$ cat src/rtl/ps2_pkg.sv
// Shared PS/2 receiver definitions: FSM state encoding, frame geometry and parity helper.
package ps2_pkg;

    typedef enum logic [1:0] {
        IDLE  = 2'd0,
        RECV  = 2'd1,
        CHECK = 2'd2
    } ps2_state_t;

    localparam int FRAME_BITS = 11;
    // Index of the last bit shifted in RECV (start bit is consumed in IDLE)
    localparam logic [3:0] LAST_BIT = 4'(FRAME_BITS - 2);

    function automatic logic parity_odd(input logic [8:0] bits);
        return ^bits;
    endfunction

endpackage

$ cat src/rtl/ps2_fifo.sv
// Synchronous scancode FIFO; DEPTH must be a power of two (>= 2) so pointers wrap naturally.
module ps2_fifo #(
    parameter int DEPTH = 8,
    parameter int W     = 8
) (
    input  logic                       clk,
    input  logic                       resetn,
    input  logic                       wr,
    input  logic [W-1:0]               wr_data,
    input  logic                       rd,
    output logic [W-1:0]               rd_data,
    output logic                       full,
    output logic                       empty,
    output logic [$clog2(DEPTH):0]     count
);

    localparam int AW = $clog2(DEPTH);
    localparam int CW = AW + 1;

    logic [W-1:0]  mem [DEPTH];
    logic [AW-1:0] wr_ptr;
    logic [AW-1:0] rd_ptr;
    logic          push;
    logic          pop;

    assign full  = (count == CW'(DEPTH));
    assign empty = (count == '0);
    assign pop   = rd && !empty;
    // A pop in the same cycle frees the slot, so a full FIFO can still accept
    assign push  = wr && (!full || pop);
    assign rd_data = mem[rd_ptr];

    always_ff @(posedge clk) begin
        if (!resetn) begin
            wr_ptr <= '0;
            rd_ptr <= '0;
            count  <= '0;
        end else begin
            if (push) wr_ptr <= wr_ptr + AW'(1);
            if (pop)  rd_ptr <= rd_ptr + AW'(1);
            case ({push, pop})
                2'b10:   count <= count + CW'(1);
                2'b01:   count <= count - CW'(1);
                default: count <= count;
            endcase
        end
    end

    always_ff @(posedge clk) begin
        if (push) mem[wr_ptr] <= wr_data;
    end

endmodule

$ cat src/rtl/ps2_keyboard_rx.sv
// PS/2 keyboard receiver: synchronize, deglitch, frame-decode and buffer scancodes.
// Define PS2_PARITY_CHECK_EN to reject frames with bad odd parity.
module ps2_keyboard_rx
    import ps2_pkg::*;
#(
    parameter int FIFO_DEPTH     = 8,
    parameter int FILTER_LEN     = 4,
    parameter int TIMEOUT_CYCLES = 40000
) (
    input  logic       CLK_VGA,
    input  logic       resetn,
    input  logic       keyboard_clock,
    input  logic       keyboard_data,
    input  logic       rd_en,
    output logic [7:0] scancode,
    output logic       valid,
    output logic       overflow,
    output logic       frame_err,
    input  logic       err_clr
);

`ifdef PS2_PARITY_CHECK_EN
    localparam bit PARITY_EN = 1'b1;
`else
    localparam bit PARITY_EN = 1'b0;
`endif

    localparam int FW = $clog2(FILTER_LEN + 1);
    localparam int TW = $clog2(TIMEOUT_CYCLES + 1);
    localparam logic [FW-1:0] FL_LAST  = FW'(FILTER_LEN - 1);
    localparam logic [TW-1:0] TMO_LAST = TW'(TIMEOUT_CYCLES - 1);

    logic [1:0]    clk_sync;
    logic [1:0]    dat_sync;
    logic          filt_clk;
    logic [FW-1:0] filt_cnt;
    logic          fall;
    logic          fall_data;
    ps2_state_t    state;
    logic [3:0]    bit_cnt;
    logic [TW-1:0] timer;
    logic [9:0]    shreg;
    logic          frame_ok;
    logic          timeout;
    logic          wr;
    logic          pop;
    logic [7:0]    head;
    logic          full;
    logic          empty;
    logic [$clog2(FIFO_DEPTH):0] fill;

    always_ff @(posedge CLK_VGA) begin
        if (!resetn) begin
            clk_sync <= 2'b11;
            dat_sync <= 2'b11;
        end else begin
            clk_sync <= {clk_sync[0], keyboard_clock};
            dat_sync <= {dat_sync[0], keyboard_data};
        end
    end

    // Level changes only after FILTER_LEN consecutive differing samples
    always_ff @(posedge CLK_VGA) begin
        if (!resetn) begin
            filt_clk <= 1'b1;
            filt_cnt <= '0;
            fall     <= 1'b0;
        end else begin
            fall <= 1'b0;
            if (clk_sync[1] == filt_clk) begin
                filt_cnt <= '0;
            end else if (filt_cnt == FL_LAST) begin
                filt_clk <= clk_sync[1];
                filt_cnt <= '0;
                fall     <= filt_clk;
            end else begin
                filt_cnt <= filt_cnt + FW'(1);
            end
        end
    end

    always_ff @(posedge CLK_VGA) begin
        fall_data <= dat_sync[1];
    end

    assign frame_ok = shreg[9] && (parity_odd(shreg[8:0]) || !PARITY_EN);
    assign timeout  = (state == RECV) && !fall && (timer == TMO_LAST);
    assign wr       = (state == CHECK) && frame_ok;
    assign pop      = rd_en && valid;

    always_ff @(posedge CLK_VGA) begin
        if (!resetn) begin
            state     <= IDLE;
            bit_cnt   <= '0;
            timer     <= '0;
            frame_err <= 1'b0;
            overflow  <= 1'b0;
        end else begin
            case (state)
                IDLE: begin
                    if (fall && !fall_data) begin
                        state   <= RECV;
                        bit_cnt <= '0;
                        timer   <= '0;
                    end
                end
                RECV: begin
                    if (fall) begin
                        bit_cnt <= bit_cnt + 4'd1;
                        timer   <= '0;
                        if (bit_cnt == LAST_BIT) state <= CHECK;
                    end else if (timeout) begin
                        state <= IDLE;
                    end else begin
                        timer <= timer + TW'(1);
                    end
                end
                CHECK:   state <= IDLE;
                default: state <= IDLE;
            endcase
            // A same-cycle set outranks err_clr
            if (timeout || ((state == CHECK) && !frame_ok)) frame_err <= 1'b1;
            else if (err_clr)                                frame_err <= 1'b0;
            if (wr && full && !pop) overflow <= 1'b1;
            else if (err_clr)       overflow <= 1'b0;
        end
    end

    always_ff @(posedge CLK_VGA) begin
        if ((state == RECV) && fall) shreg <= {fall_data, shreg[9:1]};
    end

    ps2_fifo #(
        .DEPTH (FIFO_DEPTH),
        .W     (8)
    ) u_fifo (
        .clk     (CLK_VGA),
        .resetn  (resetn),
        .wr      (wr),
        .wr_data (shreg[7:0]),
        .rd      (rd_en),
        .rd_data (head),
        .full    (full),
        .empty   (empty),
        .count   (fill)
    );

    assign valid    = (fill != '0);
    assign scancode = empty ? 8'h00 : head;

endmodule

$ cat config.mk
export PLATFORM = sky130hd
export DESIGN_NAME = ps2_keyboard_rx
export DESIGN_NICKNAME = d
export VERILOG_FILES = /design/src/rtl/ps2_pkg.sv /design/src/rtl/ps2_fifo.sv /design/src/rtl/ps2_keyboard_rx.sv
export SDC_FILE = /design/constraint.sdc
export NUM_CORES = 1
export LEC_CHECK = 0
export CAP_MARGIN = 10
export CORE_MARGIN = 5
export CORE_UTILIZATION = 50
export DETAILED_ROUTE_END_ITERATION = 10
export GPL_ROUTABILITY_DRIVEN = 0
export PLACE_DENSITY = 0.68
export SYNTH_ARGS = -nofsm -noshare
export SYNTH_HDL_FRONTEND = slang
export SYNTH_SLANG_ARGS = --single-unit
$ cat constraint.sdc
create_clock -name CLK_VGA -period 3.2 [get_ports CLK_VGA]
set_input_delay 0.32 -clock CLK_VGA [delete_from_list [all_inputs] [get_ports CLK_VGA]]
set_output_delay 0.32 -clock CLK_VGA [all_outputs]
set_load 0.02 [all_outputs]
### Word level (Yosys, flattened, before mapping)

Memories as Yosys holds them, arrays and structs flattened. A register that Yosys moved wholly into a read port is not among the register bits.
Index checks and enable logic that the tools add are counted.

* add/subtract/negate cells: 7
* reduce and logical (&&, ||, !) cells: 32
* eq/ne operators: 14
* mux-type cells: 21
* bitwise logic cells: 3

Operators by type and width (number)
* $mux W16: 3
* $pmux W16 S2: 1
* $add A16 B1 Y16 const B: 1
* $eq A16 B16 Y1 const B: 1
* $pmux W4 S2: 2
* $logic_and A1 B1 Y1: 11
* $add A3 B1 Y3 const B: 3
* $reduce_and A3 Y1: 3
* $add A4 B1 Y4 const B: 2
* $eq A4 B4 Y1 const B: 2
* $mux W2: 4
* $mux W4: 2
* $mux W8: 1
* $reduce_bool A2 Y1: 4
* $logic_not A1 Y1: 6
* $mux W3: 2
* $ne A3 B3 Y1 const B: 2
* $reduce_or A3 Y1: 2
* $mux W1: 5
* $eq A2 B1 Y1 const B: 2
* $eq A2 B2 Y1 const B: 2
* $logic_not A4 Y1: 1
* $ne A2 B2 Y1 const B: 2
* $pmux W2 S2: 1
* 9 further kinds: 12

* bits of input ports: 6
* bits in registers: 54
* memories: 1
* output and inout port bits: 11
* bits in writable memories: 64

Memory list
* u_fifo.mem: depth 8, width 8, rd ports 1, clocked after memory_dff 1, wr ports 1, line ps2_fifo.sv:20 `logic [W-1:0] mem [DEPTH];`

### Depth between registers and ports, before layout

* depth in word-level cells: 7
* mapped depth: 11

### Modules after synthesis

Synthesis repeated with hierarchy kept, for this count alone.

* cells, all modules: 374
* area total of the unflattened synthesis: 5166.2 µm²

Modules (own cells, without submodules)
* ps2_fifo: sequential area each 2182.1 µm², area each 3206.8 µm², instances 1, cells an instance 181
* ps2_keyboard_rx: sequential area each 980.9 µm², area each 1959.4 µm², instances 1, cells an instance 193

### Worst setup path after synthesis

No wires, ideal clock.

* path type: reg2reg
* start: register u_fifo.count[1]
* end: register u_fifo.count[2]
* required time: 3.124 ns
* slack: 0.731 ns
* arrival: 2.394 ns
* stages on the path, launching flop included: 12
* path through: dfxtp_1 clkbuf_1 nor3_1 a31oi_1 inv_1 ha_1 xor2_1 ha_1 a21oi_1 xor2_1 or3_1 a21boi_0

* cells in the longest elaborated chain, start to end: 7
* elaborated cells between the ends (all ways): 13
* those cells by class: add/sub: 2; eq/ne: 3; mux: 1; reduce/logical: 7

RTL lines
* start: declaration: line ps2_fifo.sv:14 `output logic [$clog2(DEPTH):0] count`
* start signal: assignment: line ps2_fifo.sv:42 `2'b10: count <= count + CW'(1);`
* start signal: assignment: line ps2_fifo.sv:43 `2'b01: count <= count - CW'(1);`
* start signal: assignment: line ps2_fifo.sv:44 `default: count <= count;`
* $logic_not A4 Y1: line ps2_fifo.sv:27 `assign empty = (count == '0);`
* $logic_not A1 Y1: line ps2_fifo.sv:28 `assign pop = rd && !empty;`
* $logic_and A1 B1 Y1: line ps2_fifo.sv:28
* $logic_or A1 B1 Y1: line ps2_fifo.sv:30 `assign push = wr && (!full || pop);`
* $logic_and A1 B1 Y1: line ps2_fifo.sv:30
* $eq A2 B1 Y1 / $eq A2 B2 Y1 (equally long branches): line ps2_fifo.sv:41 `case ({push, pop})`
* $pmux W4 S2 / $reduce_bool A2 Y1 (equally long branches)

Parallel ways exist; a longest one is shown, timed or not.
A chain may end at the register's enable or synchronous reset.

==> results by group <==
Floorplanning
  • Die Y: 109.8 um
  • Core box area: roughly 0.0097 mm^2
  • Initial Utilization: 0.5121
  • Rows: 36
  • Die area: 0.01206 mm^2
  • Die W: 109.8 um
  • I/O pin total: 17

Route
  • DR WL met2: 4.259 mm
  • Per-cell routed wire length: 15.99 um
  • DRC Markers: 0
  • TritonRoute pass-1 iters: 4
  • Vias per Instance: 5.323
  • Iteration-0 DRC Markers: 139
  • Top sig layer: met4
  • Routed via count: 2864
  • Routed length on met1: 3.945 mm
  • Met3 WL: 304 um
  • Routed Antenna Nets: 0
  • Final WL: 8.602 mm

Setup path
  • Reg2reg setup slack: 0.71 ns
  • Critical Path End Type: output pin
  • Critical path data arrival time: 2.46 ns
  • Reg2Reg Depth: 10
  • Startpoint types: flip-flop
  • Critical Path RT: 2.88 ns
  • Reg2reg end: u_fifo.count[2]
  • CP Max Fanout: 16
  • Setup Crit Path Kind: flip-flop to output pin
  • Reg2reg start: u_fifo.count[1]
  • Crit path capture: scancode[3]

Place
  • PortBufs: 16
  • DP Cell Count: 506
  • Dpl hpwl: 5.434 mm

Global routing
  • Number of global-route vias before repair: between 2000 and 3000
  • Wire length of the first global-routing pass: about 14 mm
  • Remaining Overflow, GRT: 0
  • Initial antenna violation count: 0
  • All-Layer GR Usage: 0.1619
  • Largest net degree at the start of global routing: 30

Yosys
  • Mapped Avg Cell Area: between 10 and 15 um^2
  • Number of synthesized flops with an enable pin: 74
  • Main synth FF type: edfxtp_1
  • Synth area leader: edfxtp_1
  • Syn Inst Count: 355
  • Yosys cell types: 51
  • Cell Area, Synth: 0.004982 mm^2
  • Post-synth ARST share: 0
  • Ys Warns: 0
  • Seq/Total Area, Yosys: 0.6349
  • Top cell type's share of synthesized area: 0.4460
  • Top area cells in the synthesized netlist: edfxtp_1 (45%), dfxtp_1 (19%), mux4_2 (7.2%), ha_1 (2.5%), xor2_1 (2.5%)
  • Syn_nets: approximately 370
  • Yosys reg bits: 121

Clock tree
  • Post-CTS setup buffer count: 0
  • CTS clk-pin slew, worst paths: approximately 0.060 ns
  • CTS-repair resized insts: 0
  • Clock buffer depth: 2
  • Clock latency on the worst-skew pair: 0.51 ns
  • Total clock sinks: 121
  • Hold buffer count at cts: 0
  • TritonCTS buffer count: 17
  • H-tree level count: 4
  • CTS Root Buffer Type: clkbuf_8
  • CTS tree: built

Cells and area
  • Final nets: 408
  • Diodes inserted: 0
  • P&R area growth vs syn: 18.73%
  • Layout cells sized above 1: 0.1778
  • Layout Cells excl Fill: 538
  • Fillcell total: 761

Pwr
  • Max IR drop VDD: roughly 320 uV
  • Leak Pwr: 0.002000 uW
  • Pwr dens: 577.9 mW/mm^2

Timing
  • Fmax: 359.1 MHz
  • Worst Tran Pin Value: just under 0.9 ns
  • Unrepaired setup endpoints after global routing: no
  • Clock Skew: roughly 0.0099 ns
  • Endpoints failing setup: 0
  • Final setup TNS: 0 ns
  • Final period utilization: 0.8701
  • Final Hold Fails: 0
  • Relative slew slack: 0.4105
  • Slew Limit Fails: 0
  • Min Tclk post-route: 2.784 ns

Worst hold path
  • Cell count of the worst hold path: 0
  • Worst min path class: flip-flop to flip-flop

Run status
  • Status: complete, no violations

Flow run
  • Max-Cap Viols: 0
-- worst max-delay path: stages, from the launching register on --
cell and delay, ns:
dfxtp_1 0.30, buf_4 0.30, mux4_2 0.54, mux2i_1 0.21, nor2_1 0.06, clkdlybuf4s50_1 0.53
-- layout make-up --
cell class	instances	area [um^2]	share of cell area
Inverter	10	37.54	0.006345
Clock inverter	12	127.6	0.02157
Clock buffer	20	425.4	0.07191
Timing Repair Buffer	30	265.3	0.04484
Multi-Input combinational cell	212	1730	0.2925
Tap cell	133	166.4	0.02813
Sequential cell	121	3163	0.5347
-- metrics by stage --
stage	hold slack [ns]	setup WS (ns)	utilization	cell area [um^2]	total power [uW]
final	0.3260	0.4155	0.6080	5916	3419
after global routing	0.3369	0.2337	0.6080	5916	3532
after CTS	0.3283	0.3727	0.6080	5916	3452
after detailed placement	0.3146	0.5891	0.5512	5363	1695
after global placement	0.3107	0.6664	0.5512	5363	1695
after floorplan	0.3096	0.7305	-	4982	1685
-- synthesized netlist by cell type, types with 2 or more instances --
cell type	instances
a31oi_1	2
nand2_1	17
dfxtp_1	47
inv_1	9
o211ai_1	2
nor2b_1	7
a21boi_0	2
o31a_1	2
and2_1	8
nand2b_1	9
xnor2_1	5
ha_1	10
o31ai_1	3
nor4_1	2
nand3b_1	3
edfxtp_1	74
nor3_1	6
buf_2	5
nor4b_2	2
clkbuf_1	5
xor2_1	14
mux4_2	16
nor2_1	31
a21oi_1	6
nand4_1	7
buf_1	2
mux2i_1	12
o21ai_2	2
o21ai_0	7
and3b_1	2
or3_1	4
nor3b_1	3
nand3_1	11
-- how the worst min path moves through the flow --
stage                     slack (ns)   startpoint        end
after global placement          0.31  dat_sync[1]  fall_data
after CTS                       0.33  dat_sync[1]  fall_data
final                           0.33  dat_sync[1]  fall_data
after detailed placement        0.31  dat_sync[1]  fall_data
after floorplan                 0.31  dat_sync[1]  fall_data
after global routing            0.34  dat_sync[1]  fall_data
-- cell families after synthesis --
group                      synth area share
DFF                                  0.6349
AOI/OAI and AO/OA                   0.05048
adders and majority gates           0.02511
muxes                               0.09644
buffers and inverters               0.01783
and+or+nand+nor                      0.1419
xor gates and xnor gates            0.03340
-- cell usage in the layout, fill, tap and decap left out, drive strengths merged, types with 4 or more instances in the layout --
master	Yosys	routed
clkdlybuf4s50	0	16
nand4	8	8
xnor2	5	5
nor2	31	31
dfxtp	47	47
nand2	17	17
buf	7	14
and2	8	8
clkbuf	5	20
mux2i	12	12
o21ai	9	9
nand2b	10	10
xor2	14	14
inv	10	10
a21oi	8	8
nor3	6	6
or3	4	4
mux4	16	16
clkinv	0	7
edfxtp	74	74
nand3	11	11
ha	10	10
nor2b	7	7
-- per-layer routing --
| layer | vias up | GRT usage |
|---|---|---|
| met3 | 11 | 0.05461 |
| met1 | 1393 | 0.2160 |
| met2 | 54 | 0.2530 |
| met5 | - | 0 |
| met4 | 0 | 0.04541 |
| li1 | 1406 | - |
-- flip-flops by register name (all words and copies together), names as in the netlist, named ones only --
register and flops:
u_fifo.count 4, clk_sync 2, fall 1, state 2, frame_err 1, filt_cnt 3
dat_sync 2, u_fifo.wr_ptr 3, fall_data 1, u_fifo.mem 64, shreg 10, timer 16
overflow 1, u_fifo.rd_ptr 3, bit_cnt 4, filt_clk 1
-- power breakdown --
part | switching, uW | internal, uW
logic | 11.1 | 10.3
registers | 1.40 | 1640
clock network | 655 | 1100
total | 668 | 2750
Note: power is estimated with default switching activity, not from simulation.
